File: src/rtl/tage_update_sched.sv
// In-order update scheduler for the TAGE predictor's single update port.
// Commit requests are compacted into a circular FIFO; one update is issued per cycle, overflow is dropped and counted.
module tage_update_sched #(
    parameter int NUM_REQ  = 2,
    parameter int DEPTH    = 8,
    parameter int PLEN     = 32,
    parameter int GHR_BITS = 8,
    parameter int DROP_W   = 16
) (
    input  logic                               clk_i,
    input  logic                               rst_ni,
    input  logic                               flush_i,
    input  logic                               enable_i,
    input  logic [NUM_REQ-1:0]                 req_valid_i,
    input  logic [NUM_REQ-1:0][PLEN-1:0]       req_pc_i,
    input  logic [NUM_REQ-1:0][GHR_BITS-1:0]   req_ghr_i,
    input  logic [NUM_REQ-1:0]                 req_taken_i,
    output logic                               upd_valid_o,
    output logic [PLEN-1:0]                    upd_pc_o,
    output logic [GHR_BITS-1:0]                upd_ghr_o,
    output logic                               upd_taken_o,
    output logic [$clog2(DEPTH):0]             occupancy_o,
    output logic [DROP_W-1:0]                  drop_cnt_o
);

    localparam int PTR_W = $clog2(DEPTH);
    localparam int OCC_W = PTR_W + 1;
    localparam int SUM_W = OCC_W + 1;
    localparam int DC_W  = ((DROP_W > SUM_W) ? DROP_W : SUM_W) + 1;
    localparam logic [OCC_W-1:0]  DEPTH_C  = OCC_W'(DEPTH);
    localparam logic [DROP_W-1:0] DROP_MAX = {DROP_W{1'b1}};

    logic [PTR_W-1:0]                 head_q, head_d;
    logic [PTR_W-1:0]                 tail_q, tail_d;
    logic [OCC_W-1:0]                 occ_q, occ_d;
    logic [DROP_W-1:0]                drop_q, drop_d;
    logic [DEPTH-1:0][PLEN-1:0]       mem_pc_q, mem_pc_d;
    logic [DEPTH-1:0][GHR_BITS-1:0]   mem_ghr_q, mem_ghr_d;
    logic [DEPTH-1:0]                 mem_taken_q, mem_taken_d;

    logic                             pop_s;
    logic [SUM_W-1:0]                 free_s;
    logic [SUM_W-1:0]                 acc_s;
    logic [SUM_W-1:0]                 drop_s;
    logic [PTR_W-1:0]                 wptr_s;
    logic [DC_W-1:0]                  drop_sum_s;

    // Issue path: head entry is presented whenever the queue is non-empty, enabled and not flushing
    always_comb begin
        pop_s = enable_i && !flush_i && (occ_q != '0);
        if (pop_s) begin
            upd_pc_o    = mem_pc_q[head_q];
            upd_ghr_o   = mem_ghr_q[head_q];
            upd_taken_o = mem_taken_q[head_q];
        end else begin
            upd_pc_o    = '0;
            upd_ghr_o   = '0;
            upd_taken_o = 1'b0;
        end
        upd_valid_o = pop_s;
    end

    // Enqueue: compact valid ports in port order; a same-cycle pop frees one slot
    always_comb begin
        free_s      = SUM_W'(DEPTH_C) - SUM_W'(occ_q) + SUM_W'(pop_s);
        acc_s       = '0;
        drop_s      = '0;
        wptr_s      = tail_q;
        mem_pc_d    = mem_pc_q;
        mem_ghr_d   = mem_ghr_q;
        mem_taken_d = mem_taken_q;
        for (int p = 0; p < NUM_REQ; p++) begin
            if (req_valid_i[p] && !flush_i) begin
                if (acc_s < free_s) begin
                    wptr_s              = tail_q + acc_s[PTR_W-1:0];
                    mem_pc_d[wptr_s]    = req_pc_i[p];
                    mem_ghr_d[wptr_s]   = req_ghr_i[p];
                    mem_taken_d[wptr_s] = req_taken_i[p];
                    acc_s               = acc_s + SUM_W'(1);
                end else begin
                    drop_s = drop_s + SUM_W'(1);
                end
            end else begin
                drop_s = drop_s;
            end
        end
    end

    // Pointer, occupancy and saturating drop-counter next state
    always_comb begin
        drop_sum_s = DC_W'(drop_q) + DC_W'(drop_s);
        if (drop_sum_s > DC_W'(DROP_MAX)) begin
            drop_d = DROP_MAX;
        end else begin
            drop_d = drop_sum_s[DROP_W-1:0];
        end
        if (flush_i) begin
            head_d = '0;
            tail_d = '0;
            occ_d  = '0;
        end else begin
            head_d = head_q + PTR_W'(pop_s);
            tail_d = tail_q + acc_s[PTR_W-1:0];
            occ_d  = occ_q + acc_s[OCC_W-1:0] - OCC_W'(pop_s);
        end
    end

    // Control state register
    always_ff @(posedge clk_i or negedge rst_ni) begin
        if (!rst_ni) begin
            head_q <= '0;
            tail_q <= '0;
            occ_q  <= '0;
            drop_q <= '0;
        end else begin
            head_q <= head_d;
            tail_q <= tail_d;
            occ_q  <= occ_d;
            drop_q <= drop_d;
        end
    end

    // Payload storage; contents are never observed while the queue is empty, so no reset
    always_ff @(posedge clk_i) begin
        mem_pc_q    <= mem_pc_d;
        mem_ghr_q   <= mem_ghr_d;
        mem_taken_q <= mem_taken_d;
    end

    assign occupancy_o = occ_q;
    assign drop_cnt_o  = drop_q;

endmodule

File: config.mk
export PLATFORM = sky130hd
export DESIGN_NAME = tage_update_sched
export DESIGN_NICKNAME = d
export VERILOG_FILES = /design/src/rtl/tage_update_sched.sv
export SDC_FILE = /design/constraint.sdc
export NUM_CORES = 1
export LEC_CHECK = 0
export BUFFER_PORTS_ARGS = -buffer_cell sky130_fd_sc_hd__buf_2
export CAP_MARGIN = 20
export CORE_ASPECT_RATIO = 1.4
export CORE_MARGIN = 5
export CORE_UTILIZATION = 55
export DETAILED_ROUTE_END_ITERATION = 16
export HOLD_SLACK_MARGIN = 0.12
export PLACE_DENSITY = 0.71
export SLEW_MARGIN = 20
export SYNTH_ARGS = -nofsm -noshare
export SYNTH_HDL_FRONTEND = slang
export SYNTH_SLANG_ARGS = --single-unit
File: constraint.sdc
create_clock -name clk_i -period 6.4 [get_ports clk_i]
set_clock_uncertainty 0.15 [all_clocks]
set_input_delay 1.28 -clock clk_i [delete_from_list [all_inputs] [get_ports clk_i]]
set_output_delay 1.28 -clock clk_i [all_outputs]
set_load 0.05 [all_outputs]
Word level (Yosys, flattened, before mapping) --
Cells that the tools add are included.
Storage, ports and cells: flip-flop bits (word level) 354, output and inout bits 62, logic and storage cells 98
Cells by class: add/sub/neg operators 10, order comparisons 8, muxes and demuxes 51, reduce and logical (&&, ||, !) cells 8
Operators with widths (count):
- $mux W256 | 4
- $bwmux W256 | 2
- $mux W64 | 4
- $demux W32 S3 | 2
- $bwmux W64 | 2
- $mux W32 | 4
- $bmux W32 S3 | 1
- $mux W8 | 8
- $demux W8 S3 | 2
- $bmux W8 S3 | 1
- $add A16 B5 Y17 | 1
- $gt A17 B16 Y1 const B | 1
- $bwmux W8 | 2
- $mux W16 | 1
- $mux W5 | 3
- $lt A3 B4 Y1 const B | 3
- $mux W4 | 3
- $mux W1 | 7
- $add A3 B3 Y3 | 2
- $demux W1 S3 | 2
- $ge A3 B1 Y1 const B | 2
- $logic_and A1 B1 Y1 | 6
- $mux W3 | 2
- $add A5 B1 Y5 | 1
- 11 further kinds | 11

Depth between registers and ports, before layout --
depth in word-level cells 15, mapped depth 25, gate-level depth less buffers 21

Least setup slack after synthesis --
OpenSTA, ideal clock, no wires.
path kind input -> register, from input flush_i, to register drop_q[10] (netlist: drop_cnt_o[10]), data arrival time 5.325 ns, required time 6.116 ns, path slack 0.791 ns, stages on the path 23, buffers on the path 5, cells stage by stage clkbuf_1 > nand3b_1 > clkbuf_1 > ha_1 > inv_1 > ha_1 > nor2b_1 > a22o_1 > buf_4 > buf_6 > nand2_1 > nor2_1 > ha_1 > a22oi_1 > nor2_1 > ha_1 > fa_1 > nand2_1 > nor2_1 > and2_1 > nand4_1 > clkbuf_1 > nand2_1
Between the ends: word-level cells in the longest chain between the ends 13, elaborated cells between the ends (all ways) 18, classes of those cells add/sub: 3; order compare: 3; mux: 7; reduce/logical: 5
Ends and longest elaborated chain:
- from (decl) | line 12 | input logic flush_i,
- $logic_not A1 Y1 (*) | line 50, 73
- $logic_and A1 B1 Y1 (2 in a row) | line 50 | pop_s = enable_i && !flush_i && (occ_q != '0);
- $add A5 B1 Y5 | line 65 | free_s = SUM_W'(DEPTH_C) - SUM_W'(occ_q) + SUM_W'(pop_s);
- $lt A1 B5 Y1 | line 74 | if (acc_s < free_s) begin
- $mux W1 | line 74
- $mux W5 / $mux W1 (equally long branches) | line 73 | if (req_valid_i[p] && !flush_i) begin
- $add A5 B1 Y5 / $lt A5 B5 Y1 (equally long branches) | line 81, 74
- $mux W5 | line 74
- $mux W5 (*) | line 73
- $add A16 B5 Y17 (*) | line 91 | drop_sum_s = DC_W'(drop_q) + DC_W'(drop_s);
- $gt A17 B16 Y1 | line 92 | if (drop_sum_s > DC_W'(DROP_MAX)) begin
- $mux W16 (*) | line 92
- named net drop_d[10] | line 36 | logic [DROP_W-1:0] drop_q, drop_d;
- to (signal assigned) | line 119 | drop_q <= drop_d;
- to (decl) | line 36
The timed path passes the listed nets; every way through them passes the cells marked *.

Worst setup path after layout --
from input flush_i, to register drop_q[6] (netlist: drop_cnt_o[6])
The elaborated chain is that of the path after synthesis.

==> results.json <==
{
  "p_leak_uw": 0.00799,
  "yosysUniqueCellTypes": 48,
  "cts_setup_buffers": 0,
  "core_sq_mm": 0.0309,
  "die_w_microns": 160,
  "worst_slack_ns": 1.18,
  "cts.sinks": 354,
  "first_global_vias": 15300,
  "track_usage_pct": 29.8,
  "dpl_worst_slack_ns": 0.639,
  "layout_commonest_cell": "dfxtp_1",
  "path_cells": "buf_2, nand3b_1, ha_1, inv_1, ha_1, nand3_1, a211oi_4, nand2_1, nor2_1, ha_1, a22oi_1, nor2_1, ha_1, fa_1, nand2_1, nor2_1, and2_1, nand4_1, o21ai_0",
  "path_common_cell": "ha_1",
  "grt_max_degree": 83,
  "clkPwrFrac_pct": 25.7,
  "slew_violations": 0,
  "clock_latency_ns": 0.52,
  "root_buffer": "clkbuf_16",
  "fmax_mhz": 192,
  "setup_viol": 0,
  "first_pass_iters": 7,
  "synth_warnings": 0,
  "cap_violations": 0,
  "overflow": 0,
  "yosysSeqAreaShare_pct": 41.8,
  "htreeDepth": 2,
  "row_count": 76,
  "cpPeakStageDelay_ns": 0.59,
  "num-nets-final": 1921,
  "route.vias.total": 15700,
  "cp.arrival_ns": 5.44,
  "vdd_drop_max_uv": 194,
  "async_reset_ff_share_pct": 7.34,
  "internal-power_uw": 5590,
  "final_cell_mix": "328 x dfxtp_1, 179 x a21oi_1, 174 x nand2_1, 173 x a221oi_1, 155 x a31oi_1",
  "cts_resized": 0,
  "synth_seq_cells": 354,
  "cts_tree": "done",
  "required_ns": 6.62,
  "portBuffers": 149,
  "rsz0062_at_grt": "false",
  "numCtsBuffers": 35,
  "syn-num-nets": 1885,
  "syn-cell-area_sq_mm": 0.0173,
  "powerDensity_mw_per_mm2": 447,
  "criticalPathCategory": "primary input to flip-flop",
  "antenna_found_initial": 2,
  "tns_ns": 0,
  "period_share_pct": 81.5,
  "drtAntennaViolNets": 0,
  "fin_crit_ns": 5.22,
  "synth-edff-count": 0,
  "power.share.sequential_pct": 39.8,
  "hold_class": "flip-flop to flip-flop",
  "crit_path_end_kind": "flip-flop",
  "syn_avg_cell_area_sq_um": 9.71,
  "synthFlopType": "dfxtp_1",
  "drt_iter0_markers": 1695,
  "tightest_slew_ns": 1.14,
  "clk_path_buf_depth": 3,
  "wl_per_cell_microns": 24.3,
  "relSlewSlack_pct": 24.3,
  "die_area_sq_mm": 0.0351,
  "sw_frac_of_total_pct": 35.4,
  "drt-total-wl_mm": 54.2,
  "slowest_stage": "a211oi_4",
  "grt_pass1_wl_mm": 85.5,
  "die_h_microns": 220,
  "area_delta_synth_final_pct": 12.2,
  "netlist_instances": 1776,
  "gp_congestion": 0.835,
  "worstPathMaxFanout": 21,
  "share_comb_of_total_power_pct": 34.5,
  "hpwlAfterDp_mm": 29.7,
  "post-route-drc-count": 0,
  "p_switching_uw": 3060,
  "viasPerCell": 7.05,
  "boundaryPins": 150,
  "cts_hold_buf": 0,
  "drive_gt1_share_pct": 19.2,
  "hold_viol_final": 0,
  "path_clk_slew_ns": 0.07,
  "initial_utilization_pct": 55.8,
  "cp-start-kind": "primary input",
  "outcome": "finished clean"
}
## metrics by stage
stage / std cells / total power, uW / hold WS (ns) / utilization, % / area (sq um)
after global placement: 2165 / 6300 / 0.289 / 58.6 / 18100
after global routing: 2229 / 9140 / 0.321 / 62.6 / 19400
after CTS: 2228 / 8640 / 0.306 / 62.6 / 19400
after floorplan: 1776 / 5680 / 0.282 / - / 17300
after detailed placement: 2165 / 6420 / 0.297 / 58.6 / 18100
final: 2229 / 8650 / 0.305 / 62.6 / 19400
## worst paths after layout
| kind | cells past startpoint | start | end | slack [ns] |
|---|---|---|---|---|
| hold reg to reg | 2 | mem_pc_q[89] | mem_pc_q[89] | 0.30 |
| setup reg to reg | 21 | occupancy_o[2] | drop_cnt_o[6] | 1.41 |
| min in group asynchronous | 1 | rst_ni | occupancy_o[3] | 0.61 |
| setup / recovery | 19 | flush_i | drop_cnt_o[6] | 1.18 |
| hold / removal | 2 | mem_pc_q[89] | mem_pc_q[89] | 0.30 |
| max in group asynchronous | 1 | rst_ni | head_q[1] | 5.05 |
## sequential cells by signal, indices dropped and copies added, names as in the netlist
signal	flops
drop_cnt_o	16
head_q	3
mem_ghr_q	64
mem_pc_q	256
mem_taken_q	8
occupancy_o	4
tail_q	3
## logic make-up (layout without fill, tap and decap cells)
family	Yosys count	in the layout	share of synthesized area (%)
compound gates	692	692	28.2
xor+xnor	17	17	0.863
fa+ha+maj	21	21	1.65
buf+inv	244	306	5.88
flops	354	354	41.8
mux	123	123	13.1
other cells	0	1	0
simple gates	325	325	8.44
## worst max-delay path: cells and delay by family
family,cells,cell delay (ns)
AND/OR/NAND/NOR,9,1.57
adder cells (fa/ha/maj),5,1.32
AO/OA/AOI/OAI,3,0.97
buffers and inverters,2,0.28
## cell type report
class | count | area [sq um]
Antenna cell | 1 | 2.50
Clock inverter | 8 | 121
Clock buffer | 55 | 1120
Timing Repair Buffer | 186 | 1060
Tap cell | 390 | 488
Multi-Input combinational cell | 1178 | 9120
Inverter | 57 | 214
Fill cell | 2534 | 11500
Sequential cell | 354 | 7230
## synthesized netlist by cell type, types with 14 or more instances
| cell type | number | area share (%) |
|---|---|---|
| mux2i_1 | 41 | 2.4 |
| buf_2 | 67 | 1.9 |
| clkbuf_1 | 112 | 2.4 |
| dfxtp_1 | 328 | 38 |
| a221oi_1 | 174 | 8.8 |
| a22oi_1 | 152 | 6.6 |
| dfrtp_1 | 26 | 3.8 |
| a21oi_1 | 179 | 5.2 |
| nor2b_1 | 51 | 1.8 |
| a31oi_1 | 155 | 5.6 |
| nand3_1 | 14 | 0.41 |
| nand2_1 | 174 | 3.8 |
| nor2_1 | 58 | 1.3 |
| ha_1 | 18 | 1.3 |
| mux4_2 | 82 | 11 |
| inv_1 | 57 | 1.2 |
## layer usage
metal | vias up | share of wire [%] | global-route usage (%)
met2 | 838 | 48 | 50.4
met5 | - | 0.026 | 0
met4 | 2 | 3.5 | 11.4
met1 | 7766 | 40 | 38.5
met3 | 148 | 8.8 | 5.18
li1 | 6953 | - | -
## power groups by stage
| stage | Clock, uW | Combinational, uW | Sequential [uW] |
|---|---|---|---|
| after global placement | 0 | 2880 | 3430 |
| after CTS | 2240 | 2970 | 3430 |
| after floorplan | 0 | 2330 | 3350 |
| after global routing | 2340 | 3280 | 3520 |
| after detailed placement | 0 | 2960 | 3460 |
| final | 2220 | 2990 | 3440 |
No activity file was read; power rests on OpenSTA's default activity.
